==> src/rtl/id_ex_stage.sv <==
// id_ex_stage: ID/EX pipeline register of the pipelined MIPS datapath.
// It carries the decoded control word, operands and register indices from
// decode into execute. It inserts a bubble when the decode instruction is
// flushed, or when that instruction depends on a load that is now in EX.
// It holds everything while the pipeline is stalled, and it keeps a
// saturating count of the bubbles it has inserted.
//
// Build option: define ID_EX_HAZARD_EN to build load-use detection. When
// the macro is undefined, hazard_stall_o is tied low and only flush
// bubbles are inserted and counted.
module id_ex_stage #(
  parameter int DATA_W = 32,
  parameter int RA_W   = 5,
  parameter int CNT_W  = 16
) (
  input  logic              clk,
  input  logic              rst,
  input  logic              valid_i,
  input  logic              stall_i,
  input  logic              flush_i,
  input  logic              reg_dst_i,
  input  logic              branch_i,
  input  logic              mem_to_reg_i,
  input  logic              alu_src_i,
  input  logic              reg_write_i,
  input  logic [1:0]        jump_i,
  input  logic [1:0]        mem_read_i,
  input  logic [1:0]        mem_write_i,
  input  logic [3:0]        alu_op_i,
  input  logic [DATA_W-1:0] pc4_i,
  input  logic [DATA_W-1:0] rs_data_i,
  input  logic [DATA_W-1:0] rt_data_i,
  input  logic [DATA_W-1:0] imm_i,
  input  logic [RA_W-1:0]   rs_i,
  input  logic [RA_W-1:0]   rt_i,
  input  logic [RA_W-1:0]   rd_i,
  input  logic [5:0]        funct_i,
  output logic              reg_dst_o,
  output logic              branch_o,
  output logic              mem_to_reg_o,
  output logic              alu_src_o,
  output logic              reg_write_o,
  output logic [1:0]        jump_o,
  output logic [1:0]        mem_read_o,
  output logic [1:0]        mem_write_o,
  output logic [3:0]        alu_op_o,
  output logic [DATA_W-1:0] pc4_o,
  output logic [DATA_W-1:0] rs_data_o,
  output logic [DATA_W-1:0] rt_data_o,
  output logic [DATA_W-1:0] imm_o,
  output logic [RA_W-1:0]   rs_o,
  output logic [RA_W-1:0]   rt_o,
  output logic [RA_W-1:0]   rd_o,
  output logic [5:0]        funct_o,
  output logic              valid_o,
  output logic              hazard_stall_o,
  output logic [CNT_W-1:0]  bubble_cnt_o
);

  // Control word: every field is cleared in a bubble.
  typedef struct packed {
    logic       reg_dst;
    logic       branch;
    logic       mem_to_reg;
    logic       alu_src;
    logic       reg_write;
    logic [1:0] jump;
    logic [1:0] mem_read;
    logic [1:0] mem_write;
    logic [3:0] alu_op;
  } ctrl_t;

  // Data word: every field is kept unchanged in a bubble.
  typedef struct packed {
    logic [DATA_W-1:0] pc4;
    logic [DATA_W-1:0] rs_data;
    logic [DATA_W-1:0] rt_data;
    logic [DATA_W-1:0] imm;
    logic [RA_W-1:0]   rs;
    logic [RA_W-1:0]   rt;
    logic [RA_W-1:0]   rd;
    logic [5:0]        funct;
  } data_t;

  // Update applied to the register on the next edge (reset is handled separately).
  typedef enum logic [1:0] {
    ACT_HOLD    = 2'b00,
    ACT_BUBBLE  = 2'b01,
    ACT_CAPTURE = 2'b10
  } act_t;

  localparam logic [CNT_W-1:0] CNT_ONE = {{(CNT_W-1){1'b0}}, 1'b1};
  localparam logic [CNT_W-1:0] CNT_MAX = {CNT_W{1'b1}};
  localparam logic [RA_W-1:0]  REG_ZERO = {RA_W{1'b0}};

  ctrl_t            ctrl_in_s;
  ctrl_t            ctrl_nxt_s;
  ctrl_t            ctrl_r;
  data_t            data_in_s;
  data_t            data_nxt_s;
  data_t            data_r;
  logic             valid_nxt_s;
  logic             valid_r;
  logic [CNT_W-1:0] cnt_nxt_s;
  logic [CNT_W-1:0] cnt_r;
  logic             hazard_s;
  act_t             act_s;

  // Saturating increment for the bubble counter.
  function automatic logic [CNT_W-1:0] sat_inc(input logic [CNT_W-1:0] c);
    return (c == CNT_MAX) ? CNT_MAX : (c + CNT_ONE);
  endfunction

  assign ctrl_in_s = '{reg_dst: reg_dst_i, branch: branch_i, mem_to_reg: mem_to_reg_i,
                       alu_src: alu_src_i, reg_write: reg_write_i, jump: jump_i,
                       mem_read: mem_read_i, mem_write: mem_write_i, alu_op: alu_op_i};

  assign data_in_s = '{pc4: pc4_i, rs_data: rs_data_i, rt_data: rt_data_i, imm: imm_i,
                       rs: rs_i, rt: rt_i, rd: rd_i, funct: funct_i};

`ifdef ID_EX_HAZARD_EN
  logic [RA_W-1:0] dest_ex_s;

  // Load-use check: a valid load in EX writes a register that decode reads.
  // Both rs and rt are compared, whatever the opcode in decode.
  always_comb begin
    dest_ex_s = ctrl_r.reg_dst ? data_r.rd : data_r.rt;
    hazard_s  = valid_r
              & (ctrl_r.mem_read != 2'b00)
              & ctrl_r.reg_write
              & valid_i
              & (dest_ex_s != REG_ZERO)
              & ((dest_ex_s == rs_i) | (dest_ex_s == rt_i));
  end
`else
  assign hazard_s = 1'b0;
`endif

  // A flush already squashes decode, so upstream is not asked to hold.
  assign hazard_stall_o = hazard_s & ~flush_i;

  // Select the update. Flush beats stall, and stall beats the load-use bubble.
  always_comb begin
    act_s = ACT_CAPTURE;
    if (flush_i) begin
      act_s = ACT_BUBBLE;
    end else if (stall_i) begin
      act_s = ACT_HOLD;
    end else if (hazard_s) begin
      act_s = ACT_BUBBLE;
    end else begin
      act_s = ACT_CAPTURE;
    end
  end

  // Compute the next register contents for the selected update.
  always_comb begin
    ctrl_nxt_s  = ctrl_r;
    data_nxt_s  = data_r;
    valid_nxt_s = valid_r;
    cnt_nxt_s   = cnt_r;
    case (act_s)
      ACT_HOLD: begin
        ctrl_nxt_s  = ctrl_r;
        data_nxt_s  = data_r;
        valid_nxt_s = valid_r;
        cnt_nxt_s   = cnt_r;
      end
      ACT_BUBBLE: begin
        ctrl_nxt_s  = '0;
        valid_nxt_s = 1'b0;
        cnt_nxt_s   = sat_inc(cnt_r);
      end
      ACT_CAPTURE: begin
        // An empty decode slot carries its data but no side effects.
        ctrl_nxt_s  = valid_i ? ctrl_in_s : ctrl_t'('0);
        data_nxt_s  = data_in_s;
        valid_nxt_s = valid_i;
      end
      default: begin
        ctrl_nxt_s  = '0;
        valid_nxt_s = 1'b0;
      end
    endcase
  end

  // Pipeline register with synchronous reset.
  always_ff @(posedge clk) begin
    if (rst) begin
      ctrl_r  <= '0;
      data_r  <= '0;
      valid_r <= 1'b0;
      cnt_r   <= {CNT_W{1'b0}};
    end else begin
      ctrl_r  <= ctrl_nxt_s;
      data_r  <= data_nxt_s;
      valid_r <= valid_nxt_s;
      cnt_r   <= cnt_nxt_s;
    end
  end

  assign reg_dst_o    = ctrl_r.reg_dst;
  assign branch_o     = ctrl_r.branch;
  assign mem_to_reg_o = ctrl_r.mem_to_reg;
  assign alu_src_o    = ctrl_r.alu_src;
  assign reg_write_o  = ctrl_r.reg_write;
  assign jump_o       = ctrl_r.jump;
  assign mem_read_o   = ctrl_r.mem_read;
  assign mem_write_o  = ctrl_r.mem_write;
  assign alu_op_o     = ctrl_r.alu_op;
  assign pc4_o        = data_r.pc4;
  assign rs_data_o    = data_r.rs_data;
  assign rt_data_o    = data_r.rt_data;
  assign imm_o        = data_r.imm;
  assign rs_o         = data_r.rs;
  assign rt_o         = data_r.rt;
  assign rd_o         = data_r.rd;
  assign funct_o      = data_r.funct;
  assign valid_o      = valid_r;
  assign bubble_cnt_o = cnt_r;

endmodule

==> config.mk <==
export PLATFORM = sky130hd
export DESIGN_NAME = id_ex_stage
export DESIGN_NICKNAME = d
export VERILOG_FILES = /design/src/rtl/id_ex_stage.sv
export SDC_FILE = /design/constraint.sdc
export NUM_CORES = 1
export LEC_CHECK = 0
export ABC_AREA = 1
export CAP_MARGIN = 20
export CORE_AREA = 2 2 154 156
export CTS_BUF_LIST = sky130_fd_sc_hd__clkbuf_4 sky130_fd_sc_hd__clkbuf_8
export CTS_CLUSTER_DIAMETER = 100
export CTS_CLUSTER_SIZE = 30
export DETAILED_ROUTE_END_ITERATION = 16
export DIE_AREA = 0 0 156 158
export PLACE_DENSITY_LB_ADDON = 0.12
export SETUP_SLACK_MARGIN = 0.3
export SLEW_MARGIN = 20
export SYNTH_ARGS = -nofsm -noshare
export SYNTH_HDL_FRONTEND = slang
export SYNTH_SLANG_ARGS = --single-unit
==> constraint.sdc <==
create_clock -name clk -period 1.45 [get_ports clk]
set_clock_uncertainty 0.05 [all_clocks]
set_input_delay 0.2175 -clock clk [delete_from_list [all_inputs] [get_ports clk]]
set_output_delay 0.2175 -clock clk [all_outputs]
set_load 0.02 [all_outputs]
# Word level (Yosys, flattened, before mapping)
# Cells that the tools add are included.
# totals
register_bits	181
elab_cells	30
inputBits	169
out_inout_bits	182
# op_classes
mux	6
n_reduce_logical	1
add_sub_neg	1
eq_ne	3
# op_table
operator	count
15-bit case mux with 2 select lines	1
16-bit by 1-bit adder with 16-bit output (second input constant)	1
16-bit equality test (second input constant)	1
16-bit two-way mux	1
15-bit two-way mux	1
2-bit two-way mux	2
2-bit by 1-bit equality test with 1-bit output (second input constant)	1
2-bit equality test (second input constant)	1
2-bit logical NOT	1
1-bit case mux with 2 select lines	1

# Logic depth before layout (Yosys ltp)
# Gate-level depths: netlist of the first run.
# depth
depth_word	4
ltp_mapped	9
depth_no_buf	9

# Worst setup path before layout of the first run
# No wires, ideal clock.
# synth_timing
path_type	reg2reg
startpoint	register cnt_r[0], in the netlist bubble_cnt_o[0]
endpoint	register cnt_r[14], in the netlist bubble_cnt_o[14]
period_less_slack_ps	1491
t_arrival_ps	1331
path_slack_ps	-41
path_stages_with_launch	9
t_required_ps	1290
setup_time_ps	110
n_path_buf	0
path_cell_list	dfxtp_1 > ha_1 > nand2_4 > nor2_4 > nand2_1 > o21ai_1 > nand3_1 > nand2_1 > inv_1
# synth_via
elab_chain_cells	2
# synth_rtl
item	line_no	rtl
start, declared	105	logic [CNT_W-1:0] cnt_r;
start signal, assigned	193	cnt_r <= {CNT_W{1'b0}};
start signal, assigned	198	cnt_r <= cnt_nxt_s;
16-bit by 1-bit adder with 16-bit output / 16-bit equality test (equally long branches)	111	return (c == CNT_MAX) ? CNT_MAX : (c + CNT_ONE);
16-bit two-way mux (*)	111	
# Mark *: on every way between the ends. The rest lies on a longest branch, timed or not.
# A chain may end at the register's enable or synchronous reset.

# Worst setup path in the final report of the first run
# layout_timing
startpoint	register cnt_r[0], in the netlist bubble_cnt_o[0]
endpoint	output bubble_cnt_o[0]
# layout_lines
item	line_no	rtl
end, declared	57	output logic [CNT_W-1:0] bubble_cnt_o
# No word-level cell between the ends.

==> metrics.txt, run 1 <==
fin crit share=91.4%; initial DRC count=327; Top Ports=351; met2 Use GR=30.3%; max-cap viol count=0; Final Cell Area=11800 um2; starting density of the core=28.5%; crit path cell chain=buf_6 > buf_6; cell area after placement=10700 um2; Worst setup EP type=output port; WP data required=1.18 ns; placed cell count=1468; # clock sinks=181; Avg WL per Cell=15.2 um; RSZ-0062 raised after global routing=yes; via/cell ratio=4.47; top cells by area, synth=dfxtp_1 (55%), nor2_1 (18%), o21ai_0 (11%); Initial DRT Pass Iterations=6; gr busiest metal=met2; most numerous cell on the critical path=buf_6; post-synthesis net count=1012; flops & latches, synth=181; Synth top area share=55.2%; CP max-delay cell=dfxtp_4; clk_lat worst skew=0.45 ns; Post-Synthesis Cells=842; IO Port Bufs=349; crit path buf inv count=2; Netlist Area Pre-Place=6560 um2; Min Hold Slack=0.275 ns; register area share after synthesis=55.2%; largest net degree at the start of global routing=70; pre-CTS WS=-0.345 ns; final std cells w/o fill=1513; row count=56; Die W=156 um; pwr/cell area=993 nW/um2; Max VDD drop=0.553 mV; synthesis-to-finish area growth=80.0%; Remaining DRCs=0; first-pass GRT wire length=34.6 mm; GR Util met3=7.14%; CP arrival=1.06 ns; all-layer global routing usage=18.0%; diode count=0; final WL=23.0 mm; hpwl dp=16.3 mm; initial antenna violation count=0; clock buffer depth=2; final setup fails=0; Max FO, Critical Path=4; syn avg cell area=7.80 um2; Final #Nets=1382; f_max=755 MHz; Worst Path Class, Setup=flip-flop to output port; Final Slew Violations=0; root buffer cell=clkbuf_8; core area=23100 um2; final worst slack=0.125 ns; Die Y=158 um; hold buffers post-CTS=0; grt met1 use=20.9%; outcome=finished clean; Routed Antenna Nets=0; vias in the first global route=6504; layout cells sized above 1=40.0%; Hold Crit Class=input port to flip-flop; post-synth top area cell=dfxtp_1; Yosys warning total=0; post-synth cell types=28; critical path launch point type=flip-flop; global route overflow=0; die area=24600 um2; CTS tree=yes; Clock transition at path regs=0.10 ns; Leak=0.00510 uW; fin crit period=1.33 ns; H-tree Lvls=4; Via Count=6765; GPL Wtd Cong=0.780; Max stage delay on crit path=0.36 ns; cell family with most CP delay=flip-flops; CTS Buf Count=17; Final Hold Vio Count=0
==> per-layer routing <==
layer / vias to the layer above / wire length, um
met3: 25 / 2070
met2: 227 / 10900
met4: 0 / 396
li1: 3430 / -
met5: - / 0
met1: 3083 / 9650
==> logic make-up (layout without fill, tap and decap cells) <==
| logic type | after synthesis | count (layout) | share of synthesized area [%] |
|---|---|---|---|
| xor+xnor | 9 | 9 | 1.20 |
| flops | 181 | 181 | 55.2 |
| other cells | 1 | 1 | 0.0571 |
| fa+ha+maj | 1 | 1 | 0.191 |
| buf+inv | 75 | 456 | 5.51 |
| compound gates | 182 | 182 | 13.9 |
| simple gates | 393 | 393 | 23.9 |
==> tightest hold or removal path, cell delays in order <==
cell             delay (ns)
clkdlybuf4s50_1        0.39
nor2_1                 0.10
nor2_1                 0.05
==> stage by stage <==
step / utilization [%] / setup TNS, ns / total power (uW)
final: 51.2 / 0 / 11700
after global routing: 51.2 / 0 / 12300
after CTS: 50.4 / 0 / 11800
after detailed placement: 46.3 / -48.94 / 7630
after global placement: 46.3 / -42.16 / 7620
after floorplan: - / 0 / 6340
==> final cells by class <==
type | count | area, um2
tap | 290 | 363
multi-input combinational | 586 | 2700
fill | 2251 | 11200
clock inverter | 12 | 215
timing repair buffer | 410 | 4350
inverter | 16 | 63.8
sequential | 181 | 3870
clock buffer | 18 | 248
==> synth_stat cells (all sizes together) <==
master	instances
conb	1
a31oi	2
or2	1
clkbuf	22
inv	16
nor2	313
o21ai	154
nand3	24
xor2	6
dfxtp	181
nor3	2
xnor2	3
ha	1
nand2	51
nand4	2
buf	37
a21oi	26
==> report_power, final <==
part | internal, uW | switching (uW)
combinational | 1190 | 1000
sequential | 5300 | 193
clock | 2120 | 1930
total | 8610 | 3120
==> final timing paths <==
| kind | from | endpoint | slack (ns) | cells after the start |
|---|---|---|---|---|
| hold / removal | imm_i[7] | imm_o[7] | 0.28 | 3 |
| setup / recovery | bubble_cnt_o[0] | bubble_cnt_o[0] | 0.12 | 2 |
| setup reg to reg | bubble_cnt_o[0] | bubble_cnt_o[10] | 0.14 | 10 |
| hold reg to reg | jump_o[1] | jump_o[1] | 0.42 | 2 |
==> what timing repair did <==
item                                     CTS  global route
resized for setup                       1060           232
endpoints found under the setup margin   355           362
pin swaps                                  0            14
setup buffers                             10             5
==> state kept, by name, summed over array words and instances, names as in the netlist, 2 cells and up <==
register	cells
bubble_cnt_o	16
mem_read_o	2
alu_op_o	4
rs_data_o	32
rs_o	5
pc4_o	32
rt_data_o	32
mem_write_o	2
imm_o	32
jump_o	2
rd_o	5
rt_o	5
funct_o	6
==> cell usage in the layout, fill, tap and decap left out, types with 11 or more instances in the layout <==
cell type,netlist,final
a21oi_1,26,18
clkbuf_8,0,18
o21ai_1,12,11
buf_4,6,44
dfxtp_2,0,171
clkdlybuf4s50_1,0,168
o21ai_0,142,141
buf_6,3,185
nor2_1,308,303
buf_12,0,12
nand2_1,50,46
nand3_1,24,22
inv_1,14,14
No activity file was read; power rests on OpenSTA's default activity.
==> inputs of run 2 (changes only) <==
CORE_AREA = 2 2 135 137   (was 2 2 154 156)
DIE_AREA = 0 0 137 139   (was 0 0 156 158)
SKIP_LAST_GASP = 1   (was not set)
==> metrics.txt, run 2 (synthesis gave the netlist of run 1 again) <==
Multi-input gate area=2700 um2 (about the same); Initial DRT Pass Iterations=4 (was 6); largest net degree at the start of global routing=47 (was 70); Max stage delay on crit path=0.37 ns (was 0.36 ns); most frequent cells in the layout=nor2_1 (306), buf_6 (185), dfxtp_2 (169), clkdlybuf4s50_1 (168), o21ai_0 (141) (was nor2_1 (303), buf_6 (185), dfxtp_2 (171), clkdlybuf4s50_1 (168), o21ai_0 (141)); commonest non-fill, non-tap cell in the layout=nor2_1 (unchanged); Avg WL per Cell=15.3 um (was 15.2 um); FILL cells=1540 (was 2251); most numerous cell on the critical path=buf_6 (unchanged); first-pass GRT wire length=33.9 mm (was 34.6 mm); crit path cell chain=buf_6 > buf_6 (unchanged); f_max=752 MHz (was 755 MHz); layout cells sized above 1=39.5% (was 40.0%); Clock transition at path regs=0.10 ns (about the same); cell area after placement=10600 um2 (was 10700 um2); pwr/cell area=953 nW/um2 (was 993 nW/um2); fin crit share=91.7% (was 91.4%); Top Ports=351 (unchanged); crit path buf inv count=2 (unchanged); RSZ-0062 raised after global routing=yes (unchanged); WP data required=1.18 ns (about the same); diode count=0 (unchanged); critical path launch point type=flip-flop (unchanged); initial DRC count=276 (was 327); Final Cell Area=11600 um2 (was 11800 um2); IO Port Bufs=349 (unchanged); GPL Wtd Cong=0.823 (was 0.780); final setup fails=0 (unchanged); CTS tree=yes (unchanged); Min Hold Slack=0.265 ns (was 0.275 ns); all-layer global routing usage=22.5% (was 18.0%); Leak=0.00502 uW (was 0.00510 uW); pre-CTS WS=-0.350 ns (was -0.345 ns); Routed Antenna Nets=0 (unchanged); FF+latch area=3880 um2 (was 3870 um2); H-tree Lvls=4 (unchanged); Max VDD drop=0.576 mV (was 0.553 mV); row count=49 (was 56); Die Y=139 um (was 158 um); CP max-delay cell=dfxtp_4 (unchanged); Worst setup EP type=output port (unchanged); Via Count=6790 (was 6765); Final Slew Violations=0 (unchanged); hold buffers post-CTS=0 (unchanged); CTS Buf Count=17 (unchanged); starting density of the core=37.2% (was 28.5%); hpwl dp=15.6 mm (was 16.3 mm); Remaining DRCs=0 (unchanged); synthesis-to-finish area growth=77.0% (was 80.0%); via/cell ratio=4.71 (was 4.47); CP arrival=1.06 ns (about the same); outcome=finished clean (unchanged); clk_lat worst skew=0.46 ns (was 0.45 ns); die area=19000 um2 (was 24600 um2); max-cap viol count=0 (unchanged); clock buffer depth=2 (unchanged); Max FO, Critical Path=3 (was 4); cell family with most CP delay=flip-flops (unchanged); final WL=22.1 mm (was 23.0 mm); Final #Nets=1373 (was 1382); # clock sinks=181 (unchanged); initial antenna violation count=0 (unchanged); root buffer cell=clkbuf_8 (unchanged); final worst slack=0.120 ns (was 0.125 ns); Die W=137 um (was 156 um); Hold Crit Class=input port to flip-flop (unchanged); global route overflow=0 (unchanged); core area=17700 um2 (was 23100 um2); Final Util=65.8% (was 51.2%); vias in the first global route=6373 (was 6504); fin crit period=1.33 ns (about the same); Final Hold Vio Count=0 (unchanged); Worst Path Class, Setup=flip-flop to output port (unchanged)
==> run 2: per-stage QoR <==
| step | TNS (ns) | std cells | total power [uW] |
|---|---|---|---|
| after floorplan | 0 | 842 | 6340 |
| after global placement | -44.08 | 1402 | 7610 |
| after detailed placement | -49.46 | 1402 | 7620 |
| after CTS | 0 | 1439 | 11100 |
| after global routing | 0 | 1443 | 11600 |
| final | 0 | 1443 | 11100 |
==> run 2: metal layers <==
| metal | vias up | track usage, % | part of all wire (%) |
|---|---|---|---|
| met5 | - | 0 | 0 |
| met4 | 0 | 7.81 | 2.5 |
| met3 | 36 | 9.25 | 9.6 |
| met2 | 229 | 36.7 | 48 |
| met1 | 3109 | 26.6 | 40 |
| li1 | 3416 | - | - |
==> run 2: area by class of cell <==
cell class	instances	share of cell area, %
repair buffers	401	37.1
flip-flops and latches	181	33.4
multi-input cells	586	23.2
clock buffers	24	2.73
well taps	229	2.47
clock inverters	6	0.592
inverters	16	0.549
==> run 2: report_power, final <==
part,leakage (uW),switching [uW],internal [uW]
Sequential,0.00156,192,5300
Combinational,0.00326,1000,1190
Clock,0.000198,1770,1620
==> run 2: worst paths after layout <==
path	from	endpoint	slack, ns	cells after the start
setup / recovery	bubble_cnt_o[0]	bubble_cnt_o[0]	0.12	2
setup reg to reg	bubble_cnt_o[0]	bubble_cnt_o[14]	0.13	8
hold / removal	pc4_i[4]	pc4_o[4]	0.27	3
hold reg to reg	jump_o[0]	jump_o[0]	0.42	2
==> run 2: tightest hold or removal path: stages <==
cell,delay [ns]
clkdlybuf4s50_1,0.39
nor2_1,0.10
nor2_1,0.05
==> run 2: what timing repair did <==
item | 4_1_cts | 5_1_grt
endpoints found under the setup margin | 360 | 362
resized for setup | 1063 | 230
setup buffers | 7 | 4
pin swaps | 0 | 10
==> inputs of run 3 (changes only) <==
CAP_MARGIN = not set   (was 20)
GPL_ROUTABILITY_DRIVEN = 0   (was not set)
==> results of run 3 <==
Final layout, timing and power as in run 2 (identical DEF).
